`src/rtl/control_unit.sv`:
```
// Multi-cycle RV32 control FSM: owns the instruction register and immediate generator and
// sequences FETCH/DECODE/EXECUTE/MEM_WAIT/WRITEBACK over the datapath and unified memory port.
package params_pkg;
  parameter int DATA_WIDTH   = 32;
  parameter int OPCODE_WIDTH = 7;

  typedef enum logic [6:0] {
    OP_LOAD   = 7'b0000011,
    OP_IMM    = 7'b0010011,
    OP_AUIPC  = 7'b0010111,
    OP_STORE  = 7'b0100011,
    OP_R      = 7'b0110011,
    OP_LUI    = 7'b0110111,
    OP_BRANCH = 7'b1100011,
    OP_JAL    = 7'b1101111,
    OP_SYSTEM = 7'b1110011
  } opcode_e;
endpackage

// state     | meaning
// S_FETCH   | request IR at PC; on rvalid capture IR and PC<=PC+4
// S_DECODE  | OLD_PC+IMM into ALUOUT (branch/JAL target); reject unknown opcodes
// S_EXECUTE | per-opcode ALU operation, branch resolution, JAL redirect
// S_MEM_WAIT| load/store request at ALUOUT until rvalid
// S_WRITEBACK| register-file write from ALUOUT or MDR
// S_HALT    | sticky stop after SYSTEM or illegal instruction
module control_unit
  import params_pkg::*;
#(
  parameter int DATA_WIDTH   = params_pkg::DATA_WIDTH,
  parameter int OPCODE_WIDTH = params_pkg::OPCODE_WIDTH
) (
  input  logic                    clk_i,
  input  logic                    rst_ni,
  input  logic [DATA_WIDTH-1:0]   mem_rdata_i,
  input  logic                    mem_rvalid_i,
  input  logic                    is_zero_i,
  input  logic                    is_less_i,
  output logic                    mem_req_o,
  output logic                    mem_we_o,
  output logic                    mem_addr_sel_o,
  output logic [OPCODE_WIDTH-1:0] opcode_o,
  output logic [2:0]              funct3_o,
  output logic [6:0]              funct7_o,
  output logic [1:0]              src_a_sel_o,
  output logic [1:0]              src_b_sel_o,
  output logic [DATA_WIDTH-1:0]   imm_o,
  output logic [4:0]              rs1_o,
  output logic [4:0]              rs2_o,
  output logic [4:0]              rd_o,
  output logic                    ir_we_o,
  output logic                    pc_we_o,
  output logic                    pc_src_o,
  output logic                    reg_we_o,
  output logic                    wb_sel_o,
  output logic                    halt_o,
  output logic                    illegal_o
);

  typedef enum logic [2:0] {
    S_FETCH, S_DECODE, S_EXECUTE, S_MEM_WAIT, S_WRITEBACK, S_HALT
  } state_e;

  localparam logic [1:0] A_PC = 2'b00, A_OLD_PC = 2'b01, A_RS1 = 2'b10, A_ZERO = 2'b11;
  localparam logic [1:0] B_RS2 = 2'b00, B_IMM = 2'b01, B_FOUR = 2'b10;

  state_e                  state_q, state_d;
  logic [DATA_WIDTH-1:0]   ir_q, ir_d;
  logic                    illegal_q, illegal_d;

  logic [6:0] ir_op;
  logic [2:0] ir_funct3;
  logic [6:0] ir_funct7;
  logic       op_legal;
  logic       br_legal;
  logic       br_taken;
  logic [6:0] alu_op;

  assign ir_op     = ir_q[6:0];
  assign ir_funct3 = ir_q[14:12];
  assign ir_funct7 = ir_q[31:25];
  assign rs1_o     = ir_q[19:15];
  assign rs2_o     = ir_q[24:20];
  assign rd_o      = ir_q[11:7];

  always_comb begin
    op_legal = 1'b0;
    case (ir_op)
      OP_R, OP_IMM, OP_LOAD, OP_STORE, OP_BRANCH,
      OP_JAL, OP_LUI, OP_AUIPC, OP_SYSTEM: op_legal = 1'b1;
      default:                             op_legal = 1'b0;
    endcase
  end

  // Only BEQ/BNE/BLT/BGE are decoded; the unsigned variants are not supported by the flags.
  always_comb begin
    br_legal = 1'b1;
    br_taken = 1'b0;
    case (ir_funct3)
      3'b000:  br_taken = is_zero_i;
      3'b001:  br_taken = !is_zero_i;
      3'b100:  br_taken = is_less_i;
      3'b101:  br_taken = !is_less_i;
      default: br_legal = 1'b0;
    endcase
  end

  always_comb begin
    imm_o = '0;
    case (ir_op)
      OP_IMM, OP_LOAD, OP_SYSTEM: imm_o = {{20{ir_q[31]}}, ir_q[31:20]};
      OP_STORE:                   imm_o = {{20{ir_q[31]}}, ir_q[31:25], ir_q[11:7]};
      OP_BRANCH:                  imm_o = {{20{ir_q[31]}}, ir_q[7], ir_q[30:25], ir_q[11:8], 1'b0};
      OP_LUI, OP_AUIPC:           imm_o = {ir_q[31:12], 12'b0};
      OP_JAL:                     imm_o = {{12{ir_q[31]}}, ir_q[19:12], ir_q[20], ir_q[30:21], 1'b0};
      default:                    imm_o = '0;
    endcase
  end

  always_ff @(posedge clk_i or negedge rst_ni) begin
    if (!rst_ni) begin
      state_q   <= S_FETCH;
      ir_q      <= '0;
      illegal_q <= 1'b0;
    end else begin
      state_q   <= state_d;
      ir_q      <= ir_d;
      illegal_q <= illegal_d;
    end
  end

  always_comb begin
    state_d   = state_q;
    ir_d      = ir_q;
    illegal_d = illegal_q;
    case (state_q)
      S_FETCH: begin
        if (mem_rvalid_i) begin
          ir_d    = mem_rdata_i;
          state_d = S_DECODE;
        end
      end
      S_DECODE: begin
        if (op_legal) begin
          state_d = S_EXECUTE;
        end else begin
          state_d   = S_HALT;
          illegal_d = 1'b1;
        end
      end
      S_EXECUTE: begin
        case (ir_op)
          OP_R, OP_IMM, OP_JAL, OP_LUI, OP_AUIPC: state_d = S_WRITEBACK;
          OP_LOAD, OP_STORE:                      state_d = S_MEM_WAIT;
          OP_BRANCH: begin
            if (br_legal) begin
              state_d = S_FETCH;
            end else begin
              state_d   = S_HALT;
              illegal_d = 1'b1;
            end
          end
          default: state_d = S_HALT;
        endcase
      end
      S_MEM_WAIT: begin
        if (mem_rvalid_i) state_d = (ir_op == OP_LOAD) ? S_WRITEBACK : S_FETCH;
      end
      S_WRITEBACK: state_d = S_FETCH;
      S_HALT:      state_d = S_HALT;
      default:     state_d = S_FETCH;
    endcase
  end

  always_comb begin
    mem_req_o      = 1'b0;
    mem_we_o       = 1'b0;
    mem_addr_sel_o = 1'b0;
    alu_op         = OP_LOAD;
    funct3_o       = 3'b000;
    funct7_o       = 7'b0;
    src_a_sel_o    = A_PC;
    src_b_sel_o    = B_RS2;
    ir_we_o        = 1'b0;
    pc_we_o        = 1'b0;
    pc_src_o       = 1'b0;
    reg_we_o       = 1'b0;
    wb_sel_o       = 1'b0;
    halt_o         = 1'b0;
    case (state_q)
      S_FETCH: begin
        mem_req_o = 1'b1;
        if (mem_rvalid_i) begin
          ir_we_o     = 1'b1;
          pc_we_o     = 1'b1;
          src_b_sel_o = B_FOUR;
        end
      end
      S_DECODE: begin
        src_a_sel_o = A_OLD_PC;
        src_b_sel_o = B_IMM;
      end
      S_EXECUTE: begin
        case (ir_op)
          OP_R: begin
            src_a_sel_o = A_RS1;
            src_b_sel_o = B_RS2;
            alu_op      = ir_op;
            funct3_o    = ir_funct3;
            funct7_o    = ir_funct7;
          end
          OP_IMM: begin
            src_a_sel_o = A_RS1;
            src_b_sel_o = B_IMM;
            alu_op      = ir_op;
            funct3_o    = ir_funct3;
            funct7_o    = ir_funct7;
          end
          OP_LOAD, OP_STORE: begin
            src_a_sel_o = A_RS1;
            src_b_sel_o = B_IMM;
          end
          OP_BRANCH: begin
            alu_op      = OP_BRANCH;
            src_a_sel_o = A_RS1;
            src_b_sel_o = B_RS2;
            if (br_taken) begin
              pc_we_o  = 1'b1;
              pc_src_o = 1'b1;
            end
          end
          OP_JAL: begin
            pc_we_o     = 1'b1;
            pc_src_o    = 1'b1;
            src_a_sel_o = A_OLD_PC;
            src_b_sel_o = B_FOUR;
          end
          OP_LUI: begin
            src_a_sel_o = A_ZERO;
            src_b_sel_o = B_IMM;
          end
          OP_AUIPC: begin
            src_a_sel_o = A_OLD_PC;
            src_b_sel_o = B_IMM;
          end
          default: ;
        endcase
      end
      S_MEM_WAIT: begin
        mem_req_o      = 1'b1;
        mem_addr_sel_o = 1'b1;
        mem_we_o       = (ir_op == OP_STORE);
      end
      S_WRITEBACK: begin
        reg_we_o = (rd_o != 5'd0);
        wb_sel_o = (ir_op == OP_LOAD);
      end
      S_HALT:  halt_o = 1'b1;
      default: ;
    endcase
  end

  assign opcode_o  = OPCODE_WIDTH'(alu_op);
  assign illegal_o = illegal_q;

endmodule
```
`config.mk`:
```
export PLATFORM = sky130hd
export DESIGN_NAME = control_unit
export DESIGN_NICKNAME = d
export VERILOG_FILES = /design/src/rtl/control_unit.sv
export SDC_FILE = /design/constraint.sdc
export NUM_CORES = 1
export LEC_CHECK = 0
export ABC_AREA = 0
export ABC_CLOCK_PERIOD_IN_PS = 1800
export BUFFER_PORTS_ARGS = -buffer_cell sky130_fd_sc_hd__buf_2
export CORE_MARGIN = 2
export CORE_UTILIZATION = 44
export CTS_CLUSTER_SIZE = 30
export DETAILED_ROUTE_END_ITERATION = 7
export PLACE_DENSITY = 0.76
export SKIP_CTS_REPAIR_TIMING = 1
export SYNTH_ARGS = -nofsm -noshare
export SYNTH_HDL_FRONTEND = slang
export SYNTH_SLANG_ARGS = --single-unit
export TNS_END_PERCENT = 20
```
`constraint.sdc`:
```
create_clock -name clk_i -period 1.8 [get_ports clk_i]
set_input_delay 0.18 -clock clk_i [delete_from_list [all_inputs] [get_ports clk_i]]
set_output_delay 0.18 -clock clk_i [all_outputs]
set_load 0.005 [all_outputs]
```
Word level (Yosys, flattened, before mapping):

Index checks and enable logic that the tools add are counted.

* bits in registers: 36
* input port bits: 37
* output and inout port bits: 78
* word-level logic and storage cells: 83

* equal/unequal tests: 22
* multiplexer cells: 38
* reductions and logical operators: 20

Operators with widths (count)
* one-hot mux 32 bit (5 select lines): 1
* equality test 7 x 6 -> 1 bit (second input constant): 3
* equality test 7 bit (second input constant): 3
* 2-to-1 mux 3 bit: 7
* 2-to-1 mux 7 bit: 3
* 2-to-1 mux 1 bit: 15
* one-hot mux 3 bit (5 select lines): 1
* OR reduction 5 bit: 3
* equality test 7 x 5 -> 1 bit (second input constant): 2
* one-hot mux 7 bit (2 select lines): 1
* equality test 3 bit (second input constant): 4
* one-hot mux 2 bit (3 select lines): 2
* != test 2 bit (second input constant): 5
* OR reduction 2 bit: 5
* one-hot mux 3 bit (3 select lines): 1
* OR reduction 9 bit: 1
* one-hot mux 2 bit (2 select lines): 2
* equality test 7 x 2 -> 1 bit (second input constant): 1
* equality test 3 x 1 -> 1 bit (second input constant): 2
* equality test 3 x 2 -> 1 bit (second input constant): 2
* zero test 3 bit: 2
* one-hot mux 1 bit (2 select lines): 3
* nonzero test 5 bit: 1
* one-hot mux 1 bit (4 select lines): 1
* 7 further kinds: 9

Logic depth before layout (Yosys ltp):

* word-level depth: 6
* mapped depth: 6
* gate-level depth less buffers: 4

Least setup slack after synthesis:

OpenSTA, ideal clock, no wires.

* kind: reg2out
* from: reg ir_q[3]
* to: out imm_o[1]
* arrival: 1.355 ns
* required time: 1.620 ns
* slack: 0.265 ns
* cell stages (with the launch flop): 6
* path buffers: 1
* cells stage by stage: dfrtp_1 and4bb_2 buf_4 mux2i_1 o22ai_2 a22o_1

* cells in the longest elaborated chain, start to end: 3
* elaborated cells on any way between the ends: 11
* those cells by class: eq/ne: 8; mux: 1; reduce/logical: 2

Ends and longest elaborated chain
* from (decl): line 68 `logic [DATA_WIDTH-1:0] ir_q, ir_d;`
* from (signal assigned): line 127 `ir_q <= ir_d;`
* equality test 7 x 2 -> 1 bit (tied with other cells): line 110 `case (ir_op)`
* OR reduction 3 bit / OR reduction 2 bit (equally long branches): line 110
* one-hot mux 32 bit (5 select lines) *: line 110
* to (decl): line 47 `output logic [DATA_WIDTH-1:0] imm_o,`

Every way passes the cells marked *; elsewhere a longest branch is shown, timed or not.

Final worst setup path:

* from: reg ir_q[2]
* to: out imm_o[27]

The elaborated chain is that of the path after synthesis.

==> metrics.md <==
| Metric | Value |
|---|---|
| Pwr/cell area | `1450 mW/mm2` |
| Synth Instances | `249` |
| Post-Route Utilization | `61.2%` |
| Switching part of the total power | `40.9%` |
| Top post-synthesis cells by area | `dfrtp_1 37%, mux2_2 13%, buf_4 6.7%, a21o_1 5.8%, and2_1 2.8%` |
| Sw Pwr | `0.00198 W` |
| Final setup margin | `-200 ps` |
| HPWL Detailed | `5.02 mm` |
| Total CTS buffers | `5` |
| Initial Util | `45.1%` |
| I/O pins | `115` |
| Hold slack | `88.9 ps` |
| Leak | `1.77 nW` |
| Critical path arrival | `1820 ps` |
| I/O Buffers | `110` |
| Max-cap violation count | `0` |
| Worst skew pair latency | `290 ps` |
| CTS clk-pin slew, worst paths | `70 ps` |
| Post-DRT Antenna Nets | `0` |
| Proportion of power drawn by combinational gates | `52.1%` |
| Crit Path Class | `register to primary output` |
| CTS root buffer | `clkbuf_8` |
| WL per Instance | `15.8 um` |
| Flop pwr share | `35.0%` |
| Setup-failing EPs final | `50` |
| Syn-to-layout area delta | `35.7%` |
| Global-route wire length before repair | `10.1 mm` |
| DR vias | `2,268` |
| Clk buf depth | `2` |
| CP Launch Type | `register` |
| Final Max Slew Viols | `0` |
| Initial antenna violation count | `0` |
| Post-synthesis register bit count | `36` |
| Core footprint | `0.00547 mm2` |
| Req. time, crit path | `1620 ps` |
| DRC | `0` |
| CTS HTree Levels | `2` |
| Crit-path cells | `buf_4 > and4_2 > a21oi_2 > o31ai_4 > buf_6 > a21o_1 > buf_2` |
| Crit end category | `primary output` |
| Total of fill cells in the finished design | `489` |
| Pint | `0.00287 W` |
| Site Rows | `27` |
| Vias per cell | `5.24` |
| Die Y-Extent | `78.9 um` |
| Share of cells above drive strength 1 | `55.4%` |
| Max incr delay on CP | `390 ps` |
| Top cell type's share of synthesized area | `36.5%` |
| Clk network pwr share | `13.0%` |
| Fin crit period | `2000 ps` |
| Leading area contributor after synthesis | `dfrtp_1` |
| Max VDD drop | `0.765 mV` |
| Critical path peak fanout | `6` |
| Clock skew | `5.29 ps` |
| Gpl congestion | `0.891` |
| Worst hold path class | `input pin to register` |
| Post-route insts no fill | `433` |
| Largest net degree at the start of global routing | `40` |
| DRT Pass-1 Iters | `4` |
| Avg Cell Area, Syn | `9.91 um2` |
| Number of diodes | `0` |
| FMAX | `0.500 GHz` |
| Ys async rst share | `100%` |
| WL final | `6.85 mm` |
| Seq/Total Area, Yosys | `36.5%` |
| CP bufs+invs | `3` |
| Post-Syn Area | `0.00247 mm2` |
| Initial drt markers | `148` |
| Crit path max-delay family | `compound AO/OA/AOI/OAI gates` |
| Predominant post-synthesis flop cell | `dfrtp_1` |
| # clock sinks | `36` |
| Vias in the first global route | `2,042` |
| Status | `finished with violations` |
| Critical path's slowest cell | `dfrtp_1` |
| Die Width | `78.9 um` |
| Total Nets Final | `398` |
| EDFF count, synth | `0` |
| CTS tree | `done` |
| Crit share post-route | `111%` |
| Synth cell types | `55` |
| Overflow after GRT | `0` |
| Die area | `0.00622 mm2` |
| YS warnings | `0` |
| Cell count after placement | `422` |
| RSZ-0062 raised after global routing | `yes` |
| All-layer global routing usage | `20.9%` |
| Violated checks | `negative setup slack` |
| Final hold vios | `0` |
power by group through the flow:
| stage | registers [W] | clock network, W | logic [W] |
|---|---|---|---|
| 3_3_place_gp | 0.00165 | 0 | 0.00225 |
| 5_1_grt | 0.00177 | 0.000676 | 0.00272 |
| 4_1_cts | 0.00165 | 0.000644 | 0.00231 |
| 2_1_floorplan | 0.00153 | 0 | 0.00177 |
| 6_report | 0.00170 | 0.000629 | 0.00253 |
| 3_5_place_dp | 0.00167 | 0 | 0.00230 |
layer usage:
metal | GRT usage (%) | vias to the layer above | part of all wire, %
met1 | 28.0 | 1076 | 43
met3 | 5.45 | 10 | 7.7
li1 | - | 1080 | -
met2 | 32.6 | 102 | 47
met4 | 7.59 | 0 | 1.8
met5 | 0 | - | 0
layout by cell type, fill, tap and decap left out, types with 6 or more instances in the layout:
cell type and instances:
buf_2 109, clkbuf_8 7, buf_6 6, nand2_1 13, buf_4 17, dfrtp_1 31, nor2b_1 9, inv_1 6
mux2_2 29, nor2_1 13, and2_1 11, a21o_1 19
through the flow:
stage	cell area, um2	setup TNS [ps]	setup slack [ps]	total power [W]
global route	3350	-9880	-252	0.00517
global placement	3100	0	82.4	0.00391
detailed placement	3100	0	21.5	0.00397
finish	3350	-6310	-200	0.00485
floorplan	2470	0	265	0.00330
CTS	3190	-10970	-301	0.00461
cell type report:
cell class | instances | area (um2) | area share (%)
clock buffer | 7 | 96.3 | 2.88
multi-input combinational | 175 | 1420 | 42.3
timing repair buffer | 136 | 811 | 24.2
tap | 72 | 90.1 | 2.69
sequential | 36 | 907 | 27.1
inverter | 7 | 26.3 | 0.785
worst reg2reg max path, cell delays in order, from the launching register on:
cell and delay [ps]:
dfrtp_1 390, buf_4 160, nand2b_1 180, a2111oi_4 420, nor3_1 100, o32a_1 340
logic make-up after synthesis:
| kind of cell | synth area share [%] |
|---|---|
| multiplexers | 14.0 |
| AO/OA/AOI/OAI | 18.8 |
| XOR/XNOR | 0.710 |
| buffers and inverters | 10.4 |
| other | 0.304 |
| flip-flops | 36.5 |
| AND/OR/NAND/NOR | 19.2 |
registers in the layout, indices dropped and copies added (netlist names):
name / count
illegal_o: 1
ir_q: 32
state_q: 3
synth_stat cells, types with 4 or more instances:
master	count
a22o_1	4
nand2_1	16
a21oi_1	7
nor3_1	5
buf_4	22
buf_2	8
nand2b_1	5
mux2_2	29
dfrtp_1	36
and2_1	11
a21o_1	19
nor2_1	13
inv_1	7
nor2b_1	9
o21ai_0	6
path summary, 6_finish.rpt:
kind                           startpoint    endpoint  slack (ps)  cells past startpoint
min reg2reg                     illegal_o   illegal_o         470                      1
min                        mem_rdata_i[4]     ir_q[4]          90                      3
max in group asynchronous          rst_ni     ir_q[0]         980                      3
max reg2reg                       ir_q[2]  state_q[2]         100                      5
max                               ir_q[2]   imm_o[27]        -200                      7
min in group asynchronous          rst_ni  state_q[1]         450                      3
(Power assumes the default switching activity.)
